==> src/rtl/cache_fill_pkg.sv <==
// Shared types and helpers for the cache line-fill block.
// State encoding, tag bit positions and line-offset arithmetic.
package cache_fill_pkg;

    typedef enum logic [1:0] {
        FILL_IDLE,
        FILL_REQ,
        FILL_BEATS,
        FILL_DONE
    } fill_state_t;

    localparam int MEMREQ_READ = 12;
    localparam int BEAT_BYTES  = 8;

    function automatic int line_offset_bits(input int line_bytes);
        return $clog2(line_bytes);
    endfunction

endpackage

==> src/rtl/cache_line_fill_if.sv <==
// Cache-side miss/fill handshake plus arbiter request/response bus.
// slave = the fill block, master = cache and arbiter environment.
interface cache_line_fill_if #(
    parameter int WIDTH      = 64,
    parameter int TAG_WIDTH  = 13,
    parameter int LINE_BYTES = 64
);
    logic                    miss_valid;
    logic [WIDTH-1:0]        miss_addr;
    logic                    miss_ready;
    logic                    fill_valid;
    logic [WIDTH-1:0]        fill_addr;
    logic [LINE_BYTES*8-1:0] fill_data;
    logic                    fill_error;
    logic                    fill_ready;
    logic                    arb_reqcyc;
    logic [WIDTH-1:0]        arb_req;
    logic [TAG_WIDTH-1:0]    arb_reqtag;
    logic                    arb_respcyc;
    logic [WIDTH-1:0]        arb_resp;
    logic [TAG_WIDTH-1:0]    arb_resptag;

    modport slave (
        input  miss_valid, miss_addr, fill_ready, arb_respcyc, arb_resp, arb_resptag,
        output miss_ready, fill_valid, fill_addr, fill_data, fill_error,
               arb_reqcyc, arb_req, arb_reqtag
    );

    modport master (
        output miss_valid, miss_addr, fill_ready, arb_respcyc, arb_resp, arb_resptag,
        input  miss_ready, fill_valid, fill_addr, fill_data, fill_error,
               arb_reqcyc, arb_req, arb_reqtag
    );
endinterface

==> src/rtl/cache_line_fill_buffer.sv <==
// fill_line_buffer: line register written one beat at a time by index.
// Cleared on a new miss so unreceived beats always read back as zero.
module fill_line_buffer #(
    parameter int WORD_W     = 64,
    parameter int LINE_BEATS = 8,
    parameter int IDX_W      = 3
) (
    input  logic                         clk,
    input  logic                         reset,
    input  logic                         i_clear,
    input  logic                         i_we,
    input  logic [IDX_W-1:0]             i_idx,
    input  logic [WORD_W-1:0]            i_data,
    output logic [LINE_BEATS*WORD_W-1:0] o_line
);
    logic [LINE_BEATS*WORD_W-1:0] r_line;

    always_ff @(posedge clk or posedge reset) begin
        if (reset) begin
            r_line <= '0;
        end else if (i_clear) begin
            r_line <= '0;
        end else if (i_we) begin
            r_line[int'(i_idx)*WORD_W +: WORD_W] <= i_data;
        end
    end

    assign o_line = r_line;
endmodule

==> src/rtl/cache_line_fill.sv <==
// Line-fill miss handler: one miss -> one tagged read -> LINE_BEATS beats -> fill.
// Optional watchdog abort enabled by defining CACHE_FILL_TIMEOUT_EN.
//   state      | meaning
//   FILL_IDLE  | miss_ready high, waiting for a miss
//   FILL_REQ   | arb_reqcyc high, waiting for the first beat (implicit grant)
//   FILL_BEATS | collecting the remaining beats
//   FILL_DONE  | fill_valid high until fill_ready
module cache_line_fill
    import cache_fill_pkg::*;
#(
    parameter int          WIDTH          = 64,
    parameter int          TAG_WIDTH      = 13,
    parameter int          LINE_BYTES     = 64,
    parameter logic [11:0] REQ_ID         = 12'h000,
    parameter int          TIMEOUT_CYCLES = 1024
) (
    input logic           clk,
    input logic           reset,
    cache_line_fill_if.slave bus
);
    localparam int OFF        = line_offset_bits(LINE_BYTES);
    localparam int LINE_BEATS = LINE_BYTES / BEAT_BYTES;
    localparam int IDX_W      = (LINE_BEATS > 1) ? $clog2(LINE_BEATS) : 1;
    localparam int CNT_W      = $clog2(LINE_BEATS + 1);
    localparam logic [CNT_W-1:0]     LAST_IDX  = CNT_W'(LINE_BEATS - 1);
    localparam logic [WIDTH-1:0]     LINE_MASK = ~((WIDTH'(1) << OFF) - WIDTH'(1));
    localparam logic [TAG_WIDTH-1:0] READ_TAG  = TAG_WIDTH'(REQ_ID) | (TAG_WIDTH'(1) << MEMREQ_READ);

    fill_state_t          r_state, w_state_nxt;
    logic                 r_miss_ready, w_miss_ready_nxt;
    logic                 r_fill_valid, w_fill_valid_nxt;
    logic                 r_arb_reqcyc, w_reqcyc_nxt;
    logic [WIDTH-1:0]     r_arb_req, w_req_nxt;
    logic [TAG_WIDTH-1:0] r_arb_reqtag, w_reqtag_nxt;
    logic [WIDTH-1:0]     r_fill_addr, w_fill_addr_nxt;
    logic [CNT_W-1:0]     r_count, w_count_nxt;
    logic                 w_buf_clear, w_buf_we, w_beat_hit;
    logic [WIDTH-1:0]     w_line_addr;
`ifdef CACHE_FILL_TIMEOUT_EN
    localparam int WD_W = (TIMEOUT_CYCLES > 1) ? $clog2(TIMEOUT_CYCLES) : 1;
    localparam logic [WD_W-1:0] WD_LOAD = WD_W'(TIMEOUT_CYCLES - 1);
    logic [WD_W-1:0]      r_wdog, w_wdog_nxt;
    logic                 r_fill_error, w_fill_error_nxt;
`endif

    assign w_line_addr = bus.miss_addr & LINE_MASK;
    assign w_beat_hit  = bus.arb_respcyc && (bus.arb_resptag == r_arb_reqtag);

    always_comb begin
        w_state_nxt      = r_state;
        w_miss_ready_nxt = r_miss_ready;
        w_fill_valid_nxt = r_fill_valid;
        w_reqcyc_nxt     = r_arb_reqcyc;
        w_req_nxt        = r_arb_req;
        w_reqtag_nxt     = r_arb_reqtag;
        w_fill_addr_nxt  = r_fill_addr;
        w_count_nxt      = r_count;
        w_buf_clear      = 1'b0;
        w_buf_we         = 1'b0;
`ifdef CACHE_FILL_TIMEOUT_EN
        w_fill_error_nxt = r_fill_error;
        w_wdog_nxt       = r_wdog;
`endif
        case (r_state)
            FILL_IDLE: begin
                if (bus.miss_valid) begin
                    w_state_nxt      = FILL_REQ;
                    w_miss_ready_nxt = 1'b0;
                    w_reqcyc_nxt     = 1'b1;
                    w_req_nxt        = w_line_addr;
                    w_reqtag_nxt     = READ_TAG;
                    w_fill_addr_nxt  = w_line_addr;
                    w_count_nxt      = '0;
                    w_buf_clear      = 1'b1;
`ifdef CACHE_FILL_TIMEOUT_EN
                    w_wdog_nxt       = WD_LOAD;
`endif
                end
            end
            FILL_REQ, FILL_BEATS: begin
                // r_count is 0 in FILL_REQ, so the first beat lands at index 0
                if (w_beat_hit) begin
                    w_buf_we     = 1'b1;
                    w_reqcyc_nxt = 1'b0;
                    w_count_nxt  = r_count + CNT_W'(1);
`ifdef CACHE_FILL_TIMEOUT_EN
                    w_wdog_nxt   = WD_LOAD;
`endif
                    if (r_count == LAST_IDX) begin
                        w_state_nxt      = FILL_DONE;
                        w_fill_valid_nxt = 1'b1;
                    end else begin
                        w_state_nxt = FILL_BEATS;
                    end
                end
`ifdef CACHE_FILL_TIMEOUT_EN
                else if (r_wdog == '0) begin
                    w_reqcyc_nxt     = 1'b0;
                    w_state_nxt      = FILL_DONE;
                    w_fill_valid_nxt = 1'b1;
                    w_fill_error_nxt = 1'b1;
                end else begin
                    w_wdog_nxt = r_wdog - WD_W'(1);
                end
`endif
            end
            FILL_DONE: begin
                if (bus.fill_ready) begin
                    w_state_nxt      = FILL_IDLE;
                    w_fill_valid_nxt = 1'b0;
                    w_miss_ready_nxt = 1'b1;
`ifdef CACHE_FILL_TIMEOUT_EN
                    w_fill_error_nxt = 1'b0;
`endif
                end
            end
            default: w_state_nxt = FILL_IDLE;
        endcase
    end

    always_ff @(posedge clk or posedge reset) begin
        if (reset) begin
            r_state      <= FILL_IDLE;
            r_miss_ready <= 1'b1;
            r_fill_valid <= 1'b0;
            r_arb_reqcyc <= 1'b0;
            r_arb_req    <= '0;
            r_arb_reqtag <= '0;
            r_fill_addr  <= '0;
            r_count      <= '0;
`ifdef CACHE_FILL_TIMEOUT_EN
            r_fill_error <= 1'b0;
            r_wdog       <= '0;
`endif
        end else begin
            r_state      <= w_state_nxt;
            r_miss_ready <= w_miss_ready_nxt;
            r_fill_valid <= w_fill_valid_nxt;
            r_arb_reqcyc <= w_reqcyc_nxt;
            r_arb_req    <= w_req_nxt;
            r_arb_reqtag <= w_reqtag_nxt;
            r_fill_addr  <= w_fill_addr_nxt;
            r_count      <= w_count_nxt;
`ifdef CACHE_FILL_TIMEOUT_EN
            r_fill_error <= w_fill_error_nxt;
            r_wdog       <= w_wdog_nxt;
`endif
        end
    end

    fill_line_buffer #(
        .WORD_W    (WIDTH),
        .LINE_BEATS(LINE_BEATS),
        .IDX_W     (IDX_W)
    ) u_buf (
        .clk    (clk),
        .reset  (reset),
        .i_clear(w_buf_clear),
        .i_we   (w_buf_we),
        .i_idx  (r_count[IDX_W-1:0]),
        .i_data (bus.arb_resp),
        .o_line (bus.fill_data)
    );

    assign bus.miss_ready = r_miss_ready;
    assign bus.fill_valid = r_fill_valid;
    assign bus.fill_addr  = r_fill_addr;
    assign bus.arb_reqcyc = r_arb_reqcyc;
    assign bus.arb_req    = r_arb_req;
    assign bus.arb_reqtag = r_arb_reqtag;
`ifdef CACHE_FILL_TIMEOUT_EN
    assign bus.fill_error = r_fill_error;
`else
    assign bus.fill_error = 1'b0;
`endif
endmodule

==> src/flat_wrapper.sv <==
// flat-port wrapper written by rule: the top's interface ports become plain ports
module cache_line_fill_flat import cache_fill_pkg::*;
#(
    parameter int          WIDTH          = 64,
    parameter int          TAG_WIDTH      = 13,
    parameter int          LINE_BYTES     = 64,
    parameter logic [11:0] REQ_ID         = 12'h000,
    parameter int          TIMEOUT_CYCLES = 1024
)
  (clk, reset, bus_miss_valid, bus_miss_addr, bus_fill_ready, bus_arb_respcyc, bus_arb_resp, bus_arb_resptag, bus_miss_ready, bus_fill_valid, bus_fill_addr, bus_fill_data, bus_fill_error, bus_arb_reqcyc, bus_arb_req, bus_arb_reqtag);
  cache_line_fill_if #(.WIDTH(WIDTH), .TAG_WIDTH(TAG_WIDTH), .LINE_BYTES(LINE_BYTES)) bus_i ();
  input logic clk;
  input logic reset;
  input wire logic [$bits(bus_i.miss_valid)-1:0] bus_miss_valid;
  input wire logic [$bits(bus_i.miss_addr)-1:0] bus_miss_addr;
  input wire logic [$bits(bus_i.fill_ready)-1:0] bus_fill_ready;
  input wire logic [$bits(bus_i.arb_respcyc)-1:0] bus_arb_respcyc;
  input wire logic [$bits(bus_i.arb_resp)-1:0] bus_arb_resp;
  input wire logic [$bits(bus_i.arb_resptag)-1:0] bus_arb_resptag;
  output wire logic [$bits(bus_i.miss_ready)-1:0] bus_miss_ready;
  output wire logic [$bits(bus_i.fill_valid)-1:0] bus_fill_valid;
  output wire logic [$bits(bus_i.fill_addr)-1:0] bus_fill_addr;
  output wire logic [$bits(bus_i.fill_data)-1:0] bus_fill_data;
  output wire logic [$bits(bus_i.fill_error)-1:0] bus_fill_error;
  output wire logic [$bits(bus_i.arb_reqcyc)-1:0] bus_arb_reqcyc;
  output wire logic [$bits(bus_i.arb_req)-1:0] bus_arb_req;
  output wire logic [$bits(bus_i.arb_reqtag)-1:0] bus_arb_reqtag;
  assign bus_i.miss_valid = bus_miss_valid;
  assign bus_i.miss_addr = bus_miss_addr;
  assign bus_i.fill_ready = bus_fill_ready;
  assign bus_i.arb_respcyc = bus_arb_respcyc;
  assign bus_i.arb_resp = bus_arb_resp;
  assign bus_i.arb_resptag = bus_arb_resptag;
  assign bus_miss_ready = bus_i.miss_ready;
  assign bus_fill_valid = bus_i.fill_valid;
  assign bus_fill_addr = bus_i.fill_addr;
  assign bus_fill_data = bus_i.fill_data;
  assign bus_fill_error = bus_i.fill_error;
  assign bus_arb_reqcyc = bus_i.arb_reqcyc;
  assign bus_arb_req = bus_i.arb_req;
  assign bus_arb_reqtag = bus_i.arb_reqtag;
  cache_line_fill #(.WIDTH(WIDTH), .TAG_WIDTH(TAG_WIDTH), .LINE_BYTES(LINE_BYTES), .REQ_ID(REQ_ID), .TIMEOUT_CYCLES(TIMEOUT_CYCLES)) u_core (.clk(clk), .reset(reset), .bus(bus_i));
endmodule
==> config.mk <==
export PLATFORM = sky130hd
export DESIGN_NAME = cache_line_fill_flat
export DESIGN_NICKNAME = d
export VERILOG_FILES = /design/src/rtl/cache_fill_pkg.sv /design/src/rtl/cache_line_fill_if.sv /design/src/rtl/cache_line_fill_buffer.sv /design/src/rtl/cache_line_fill.sv /design/src/flat_wrapper.sv
export SDC_FILE = /design/constraint.sdc
export NUM_CORES = 1
export LEC_CHECK = 0
export CAP_MARGIN = 40
export CORE_AREA = 2 2 308 310
export CTS_BUF_LIST = sky130_fd_sc_hd__clkbuf_2 sky130_fd_sc_hd__clkbuf_4 sky130_fd_sc_hd__clkbuf_8
export CTS_CLUSTER_DIAMETER = 30
export DETAILED_ROUTE_END_ITERATION = 8
export DIE_AREA = 0 0 310 312
export GPL_TIMING_DRIVEN = 1
export SLEW_MARGIN = 20
export SYNTH_ARGS = -nofsm -noshare
export SYNTH_HDL_FRONTEND = slang
export SYNTH_SLANG_ARGS = --single-unit
==> constraint.sdc <==
create_clock -name clk -period 22.5 [get_ports clk]
set_input_delay 4.5 -clock clk [delete_from_list [all_inputs] [get_ports clk]]
set_output_delay 4.5 -clock clk [all_outputs]
set_load 0.02 [all_outputs]
Word level (Yosys, flattened, before mapping)
Cells that the tools add are included.
- flip-flop bits (word level): 580
- bits in latches: 0
- RAM bits: 0
- bits in read-only memories: 0
- input bits: 146
- output and inout port bits: 657
- logic and storage cells: 58
- memories: 0
- add/subtract/negate cells: 2
- multiply operators: 0
- divide/modulo/power cells: 0
- order comparisons: 0
- equality and inequality tests: 9
- shifts and indexed selects: 2
- mux-type cells: 25
- bitwise gates (word level): 0
- reductions and logical operators: 12
- operator list (kind ; count):
    $mux 512 ; 2
    $bwmux 512 ; 1
    $shift 64x33->512 const A ; 1
    $shiftx 64x33->512 ; 1
    $neg 9->33 ; 1
    $eq 13x13->1 ; 1
    $mux 1 ; 12
    $reduce_and 3->1 ; 3
    $mux 4 ; 2
    $pmux 4 s2 ; 1
    $reduce_bool 2->1 ; 4
    $mux 2 ; 3
    $pmux 1 s2 ; 3
    $pmux 2 s3 ; 1
    $add 4x1->4 const B ; 1
    $eq 2x2->1 const B ; 2
    $eq 4x3->1 const B ; 1
    $ne 2x1->1 const B ; 2
    $ne 2x2->1 const B ; 2
    $reduce_and 4->1 ; 1
    $eq 2x1->1 const B ; 1
    $logic_not 2->1 ; 1
    $reduce_and 2->1 ; 1
    $reduce_or 2->1 ; 1
    $logic_and 1x1->1 ; 1

Logic depth before layout (Yosys ltp)
Gate-level depths: netlist (run 1).
- depth after elaboration: 6
- depth in mapped cells: 11
- mapped depth without buffers: 7

Hierarchy
A second synthesis (run 1) with hierarchy kept.
- cell total of the unflattened synthesis: 1974
- area total of the unflattened synthesis: 24546.0 sq um
- by module, submodules not included (module ; instances ; cells an instance ; area an instance (sq um) ; seq. area each (sq um)):
    fill_line_buffer ; 1 ; 1690 ; 21120.3 ; 12812.3
    cache_line_fill ; 1 ; 284 ; 3425.8 ; 1702.9

Worst setup path after synthesis (run 1)
No wires, ideal clock.
- path kind: input to register
- start: in bus_arb_resptag[1]
- end: reg u_core.u_buf.r_line[158], in the netlist u_core.u_buf.o_line[158]
- setup time: 0.122 ns
- arrival: 6.092 ns
- data required time: 22.378 ns
- setup slack: 16.285 ns
- cell stages on the path: 5
- path buffers: 1
- cells stage by stage: or4_1 buf_2 or4_1 or3_4 mux2i_1
- cells in the longest elaborated chain, start to end: 5
- RTL lines (item ; line ; text):
    start, declared ; flat_wrapper.sv:19 ; input wire logic [$bits(bus_i.arb_resptag)-1:0] bus_arb_resptag;
    $eq 13x13->1 ; cache_line_fill.sv:47 ; assign w_beat_hit = bus.arb_respcyc && (bus.arb_resptag == r_arb_reqtag);
    $logic_and 1x1->1 ; cache_line_fill.sv:47 ;
    $mux 1 ; cache_line_fill.sv:82 ; if (w_beat_hit) begin
    $mux 1 ; cache_line_fill.sv:64 ; case (r_state)
    $reduce_bool 2->1 (no source line) ; -- ;
    end signal, assigned by index ; cache_line_fill_buffer.sv:24 ; r_line[int'(i_idx)*WORD_W +: WORD_W] <= i_data;
    end, declared ; cache_line_fill_buffer.sv:16 ; logic [LINE_BEATS*WORD_W-1:0] r_line;
No other way between the ends.
A chain may end at the register's enable or synchronous reset.

Final worst setup path (run 1)
- start: in bus_arb_resptag[5]
- end: reg u_core.u_buf.r_line[407], in the netlist u_core.u_buf.o_line[407]
The elaborated chain is that of the path after synthesis.

==> results.py, run 1 <==
metrics = {
    "setup_path": {
        "crit_chain": "clkdlybuf4s50_1 > nor4b_2 > nand3_4 > nor4_2 > buf_4 > buf_12 > mux2i_1",
        "cp.arrival_ns": 7.74,
        "cp.buffers_inverters": 3,
        "cp_max_fo": 38,
        "cp_top_family": "simple AND/OR/NAND/NOR gates",
        "rr_startpoint": "u_core.r_count[0]$_DFFE_PP0P_",
        "endpoint_kind": "flip-flop",
        "path_class": "input pin to flip-flop",
        "max_stage_delay_ns": 0.75,
        "cp_data_required_time_ns": 23.22,
        "worstReg2RegEnd": "u_core.u_buf.o_line[407]$_DFFE_PP0P_",
        "startpoint_type": "input pin",
        "reg2reg_slack_ns": 18.75,
        "slowest_stage": "nor4b_2",
        "reg2regPathDepth": 11,
    },
    "synth": {
        "yosysUniqueCellTypes": 54,
        "synth_top_area_share": 0.556,
        "yosysSeqAreaShare": 0.557,
        "async_reset_ff_frac": 1.00,
        "ys_warn_count": 0,
        "synth_top_area_cell": "dfrtp_1",
        "synthesis.area_um2": 26100,
        "yosysMostFrequentCell": "dfrtp_1",
        "avgSynthCellArea_um2": 9.50,
        "ys_top_cells_by_area": "dfrtp_1 56%, o21ai_0 7.5%, nand2_1 6.4%",
        "synth-seq-cells": 580,
        "synth_edf_count": 0,
        "synth_ff_type": "dfrtp_1",
        "synth_commonest_cells": "579 x dfrtp_1, 446 x nand2_1, 389 x o21ai_0, 317 x a21oi_1, 224 x clkbuf_1",
        "syn_inst": 2741,
    },
    "pwr": {
        "p_clk_frac": 0.453,
        "swShare": 0.317,
        "p_int_w": 0.00231,
        "power.leakage_nw": 15.7,
        "ir_drop_uv": 52.9,
        "p_sw_w": 0.00107,
        "seqPwrFrac": 0.339,
        "power_w": 0.00339,
        "pwr_density_cell_nw_per_um2": 89.7,
        "pwr-share-comb": 0.208,
    },
    "clock_tree": {
        "cts-resized-gates": 0,
        "cts_buffer_depth": 3,
        "cts.sink_count": 580,
        "postCtsHoldBufs": 0,
        "cts_tree": "yes",
        "insertion_delay_ns": 0.83,
        "cts_buffers": 155,
        "clkTransAtPathRegs_ns": 0.05,
        "htree_levels": 4,
        "cts_setup_buffers": 0,
        "root_buffer": "clkbuf_8",
    },
    "grt": {
        "antenna_found_initial": 4,
        "busiest_layer": "met2",
        "use_met3": 0.0749,
        "grt_use_met1": 0.282,
        "grt_pass1_wl_um": 165000,
        "grt_max_degree": 150,
        "track_usage": 0.228,
        "grt_overflow": 0,
        "grt_pass1_vias": 23500,
        "grt_use_met2": 0.369,
    },
    "placement": {
        "dp_hpwl_um": 72800,
        "port_buffers": 771,
        "gp_congestion": 0.796,
    },
    "floorplan": {
        "fp.dieH_um": 312,
        "die_area_um2": 96700,
        "core_um2": 93000,
        "die_width_um": 310,
        "initial_core_util": 0.280,
        "ios": 803,
        "row_count": 112,
    },
    "cells_and_area": {
        "post-route-util": 0.406,
        "seqCellArea_um2": 14500,
        "fin_nets": 3495,
        "syn2layout_area_growth_pct": 45.0,
        "fillCellCount": 9171,
        "drive_above_1_share": 0.107,
        "multi_input_area_um2": 9470,
    },
    "hold_path": {
        "worstHoldStart": "u_core.bus.arb_req[24]$_DFFE_PP0P_",
        "hold_path_class": "flip-flop to flip-flop",
        "holdPathStages": 2,
        "holdPathEnd": "u_core.bus.arb_req[24]$_DFFE_PP0P_",
    },
    "sta": {
        "fin_crit_ns": 7.02,
        "finalClockSkew_ns": 0.0493,
        "rsz0062_at_grt": "no",
        "tightest_slew_ns": 0.907,
        "finalHoldViolations": 0,
        "setup_viol": 0,
        "fin_setup_tns_ns": 0,
        "slew_viol_final": 0,
        "fin_crit_sh": 0.312,
        "slew-limit-headroom": 0.395,
        "fmax_ghz": 0.142,
    },
    "detailed_routing": {
        "vias": 23900,
        "dr.pass1.iters": 6,
        "ant_nets": 0,
        "wl_per_cell_um": 24.0,
        "drc": 0,
        "vias_per_cell": 5.07,
        "drt-total-wl_um": 113000,
        "dr.first_iter.drc_count": 2102,
    },
    "job": {
        "maxCapViolCount": 0,
    },
    "status": {
        "status": "complete, no violations",
    },
}
-- area by class of cell --
class	instances	share of cell area
tap	1254	0.0415
clock buffer	211	0.0729
antenna	3	0.000199
timing repair buffer	836	0.229
multi-input combinational	1762	0.251
inverter	8	0.000994
clock inverter	67	0.0204
sequential	580	0.384
-- how the worst max path moves through the flow --
stage	depth (start not counted)	to	from	slack (ns)
floorplan	1	u_core.bus.arb_req[10]$_DFFE_PP0P_	reset	1.77
global placement	5	u_core.u_buf.o_line[159]$_DFFE_PP0P_	reset	13.87
detailed placement	8	u_core.u_buf.o_line[159]$_DFFE_PP0P_	reset	14.50
CTS	8	u_core.u_buf.o_line[159]$_DFFE_PP0P_	reset	15.43
global route	9	u_core.u_buf.o_line[411]$_DFFE_PP0P_	reset	15.15
finish	7	u_core.u_buf.o_line[407]$_DFFE_PP0P_	bus_arb_resptag[5]	15.48
-- worst reg2reg max path, cell delays in order, from the launching register on --
cell     delay, ns
dfrtp_1       0.61
inv_1         0.17
ha_1          0.28
ha_4          0.22
nor4b_1       0.40
buf_1         0.26
nand2_4       0.26
buf_16        0.27
nor4_2        0.21
buf_4         0.46
buf_12        0.27
mux2i_1       0.28
-- logic make-up after synthesis --
family          synth area share
buf+inv                   0.0872
flops                      0.557
simple gates               0.145
fa+ha+maj                0.00288
compound gates             0.181
mux                       0.0254
xor+xnor                0.000673
other cells             0.000144
-- placed cells by master (no fill, tap or decap), drive strengths merged, types with 2 or more instances in the layout --
master	synthesis	routed
diode	0	3
nand2b	4	4
nor4	2	2
a41oi	2	2
o221ai	2	2
clkinv	0	35
nand3	192	192
dfrtp	579	579
nor4b	3	3
nand2	446	446
nor3	8	8
bufinv	0	13
clkbuf	227	211
o211ai	70	70
mux2i	66	66
and4	2	2
or4	3	3
inv	8	19
a21oi	317	317
o21ai	389	389
a41o	2	2
conb	1	25
and2	2	2
clkdlybuf4s50	0	771
or3	69	69
clkinvlp	0	8
nand4	68	68
buf	188	65
a22o	62	62
ha	6	6
nor2	4	4
a31oi	3	3
-- power groups by stage --
stage | Clock (W) | Combinational, W | Sequential (W)
after global routing | 0.00162 | 0.000756 | 0.00115
after global placement | 0 | 0.000682 | 0.00116
after CTS | 0.00156 | 0.000710 | 0.00115
after floorplan | 0 | 0.000356 | 0.00121
after detailed placement | 0 | 0.000708 | 0.00117
final | 0.00153 | 0.000705 | 0.00115
-- through the flow --
stage / cells / worst slack (ns) / hold slack [ns] / area [um^2]
after floorplan: 2765 / 1.77 / 0.471 / 26100
after global placement: 4413 / 13.87 / 0.486 / 33600
after detailed placement: 4435 / 14.50 / 0.487 / 34100
after CTS: 4713 / 15.43 / 0.501 / 37600
after global routing: 4719 / 15.15 / 0.512 / 37800
final: 4721 / 15.48 / 0.496 / 37800
-- per-layer routing --
metal / part of all wire / vias to the layer above / wire length, um
met3: 0.088 / 190 / 10000
met1: 0.40 / 12000 / 45200
met4: 0.033 / 0 / 3770
met5: 0 / - / 0
li1: - / 10700 / -
met2: 0.48 / 1041 / 54400
-- flip-flops by register name, summed over array words and instances, names as in the netlist --
signal	cells
u_core.bus.miss_ready	1
u_core.r_count	4
u_core.bus.fill_valid	1
u_core.bus.arb_reqtag	1
u_core.u_buf.o_line	512
u_core.bus.arb_req	58
u_core.bus.arb_reqcyc	1
u_core.r_state	2
Power figures use the tool's default switching activity.
==> inputs of run 2 (changes only) <==
==> constraint.sdc (replaced) <==
create_clock -name clk -period 7.06 [get_ports clk]
set_input_delay 1.412 -clock clk [delete_from_list [all_inputs] [get_ports clk]]
set_output_delay 1.412 -clock clk [all_outputs]
set_load 0.02 [all_outputs]
==> results.py, run 2 (synthesized netlist as in run 1, its figures left out) <==
metrics = {
    "clock_tree": {
        "postCtsHoldBufs": 0,
        "cts_tree": "yes",
        "cts_setup_buffers": 0,
        "root_buffer": "clkbuf_8",
        "clkTransAtPathRegs_ns": 0.05,
        "cts_buffers": 160,
        "insertion_delay_ns": 0.83,
        "cts.sink_count": 580,
        "htree_levels": 4,
        "cts_buffer_depth": 3,
        "cts-resized-gates": 0,
    },
    "setup_path": {
        "cp_max_fo": 38,
        "cp.arrival_ns": 4.75,
        "path_class": "input pin to flip-flop",
        "endpoint_kind": "flip-flop",
        "cp_data_required_time_ns": 7.78,
        "startpoint_type": "input pin",
    },
    "detailed_routing": {
        "wl_per_cell_um": 24.2,
        "drc": 0,
        "ant_nets": 0,
        "dr.first_iter.drc_count": 2311,
        "drt-total-wl_um": 115000,
        "vias": 24300,
        "vias_per_cell": 5.13,
        "dr.pass1.iters": 6,
    },
    "sta": {
        "finalClockSkew_ns": 0.0785,
        "slew-limit-headroom": 0.357,
        "tightest_slew_ns": 0.965,
        "setup_viol": 0,
        "finalHoldViolations": 0,
        "rsz0062_at_grt": "no",
        "fmax_ghz": 0.248,
        "fin_crit_ns": 4.03,
        "slew_viol_final": 0,
        "fin_crit_sh": 0.570,
        "fin_ws_ns": 3.03,
    },
    "floorplan": {
        "fp.dieH_um": 312,
        "core_um2": 93000,
        "initial_core_util": 0.280,
        "die_area_um2": 96700,
        "ios": 803,
        "row_count": 112,
        "die_width_um": 310,
    },
    "grt": {
        "grt_max_degree": 147,
        "grt_pass1_wl_um": 167000,
        "track_usage": 0.230,
        "grt_overflow": 0,
        "antenna_found_initial": 4,
        "grt_pass1_vias": 24000,
    },
    "placement": {
        "pre_cts_slack_ns": 2.19,
        "port_buffers": 771,
        "dp_hpwl_um": 73900,
        "gp_congestion": 0.794,
    },
    "pwr": {
        "power.leakage_nw": 15.7,
        "power_w": 0.0111,
        "pwr_density_cell_nw_per_um2": 292,
        "ir_drop_uv": 187,
    },
    "job": {
        "maxCapViolCount": 0,
    },
    "cells_and_area": {
        "drive_above_1_share": 0.110,
        "syn2layout_area_growth_pct": 45.6,
        "final_cell_mix": "771 x clkdlybuf4s50_1, 579 x dfrtp_1, 443 x nand2_1, 389 x o21ai_0, 317 x a21oi_1",
        "largest_reg_flops": 512,
        "layout_commonest_cell": "clkdlybuf4s50_1",
        "fin_nets": 3497,
    },
    "status": {
        "status": "complete, no violations",
    },
    "hold_path": {
        "hold_path_class": "flip-flop to flip-flop",
    },
}
==> run 2: worst paths after layout <==
| path | start | end | slack (ns) | cells after the start |
|---|---|---|---|---|
| max | bus_arb_resptag[1] | u_core.u_buf.o_line[414]$_DFFE_PP0P_ | 3.03 | 6 |
| min | u_core.bus.arb_req[20]$_DFFE_PP0P_ | u_core.bus.arb_req[20]$_DFFE_PP0P_ | 0.50 | 2 |
| max reg2reg | u_core.r_count[0]$_DFFE_PP0P_ | u_core.u_buf.o_line[59]$_DFFE_PP0P_ | 3.27 | 10 |
| min reg2reg | u_core.bus.arb_req[20]$_DFFE_PP0P_ | u_core.bus.arb_req[20]$_DFFE_PP0P_ | 0.50 | 2 |
| max in group asynchronous | reset | u_core.u_buf.o_line[450]$_DFFE_PP0P_ | 4.59 | 4 |
| min in group asynchronous | reset | u_core.u_buf.o_line[182]$_DFFE_PP0P_ | 0.98 | 2 |
==> run 2: metrics by stage <==
stage          hold slack (ns)  TNS [ns]  utilization  instance area [um^2]  cells
2_1_floorplan            0.471  -1305.48            -                 26100   2765
3_5_place_dp             0.486         0        0.366                 34100   4434
6_report                 0.497         0        0.408                 37900   4735
3_3_place_gp             0.483         0        0.362                 33700   4416
5_1_grt                  0.513         0        0.408                 37900   4734
4_1_cts                  0.498         0        0.407                 37900   4728
==> run 2: per-layer routing <==
layer | up-vias | wire [um] | track usage
li1 | 10700 | - | -
met1 | 12200 | 45700 | 0.287
met2 | 1159 | 54200 | 0.364
met3 | 211 | 10600 | 0.0722
met4 | 0 | 4280 | 0.105
met5 | - | 0 | 0
==> run 2: power by group <==
part	leakage (nW)	internal [W]	switching, W
clock network	1.96	0.00329	0.00190
registers	8.00	0.00349	0.000157
logic	5.77	0.000841	0.00140
total	15.7	0.00762	0.00346
==> run 2: area by class of cell <==
type / count / area (um^2)
Sequential cell: 580 / 14500
Fill cell: 9125 / 55100
Tap cell: 1254 / 1570
Timing Repair Buffer: 833 / 8570
Inverter: 8 / 33.8
Clock buffer: 223 / 2890
Multi-Input combinational cell: 1762 / 9470
Antenna cell: 4 / 10.0
Clock inverter: 71 / 883
==> run 2: critical path, cell delays in order <==
cell and delay [ns]:
clkdlybuf4s50_1 0.44, nor4_2 0.76, nand3_4 0.58, nor4_2 0.57, buf_4 0.61, mux2i_1 0.27
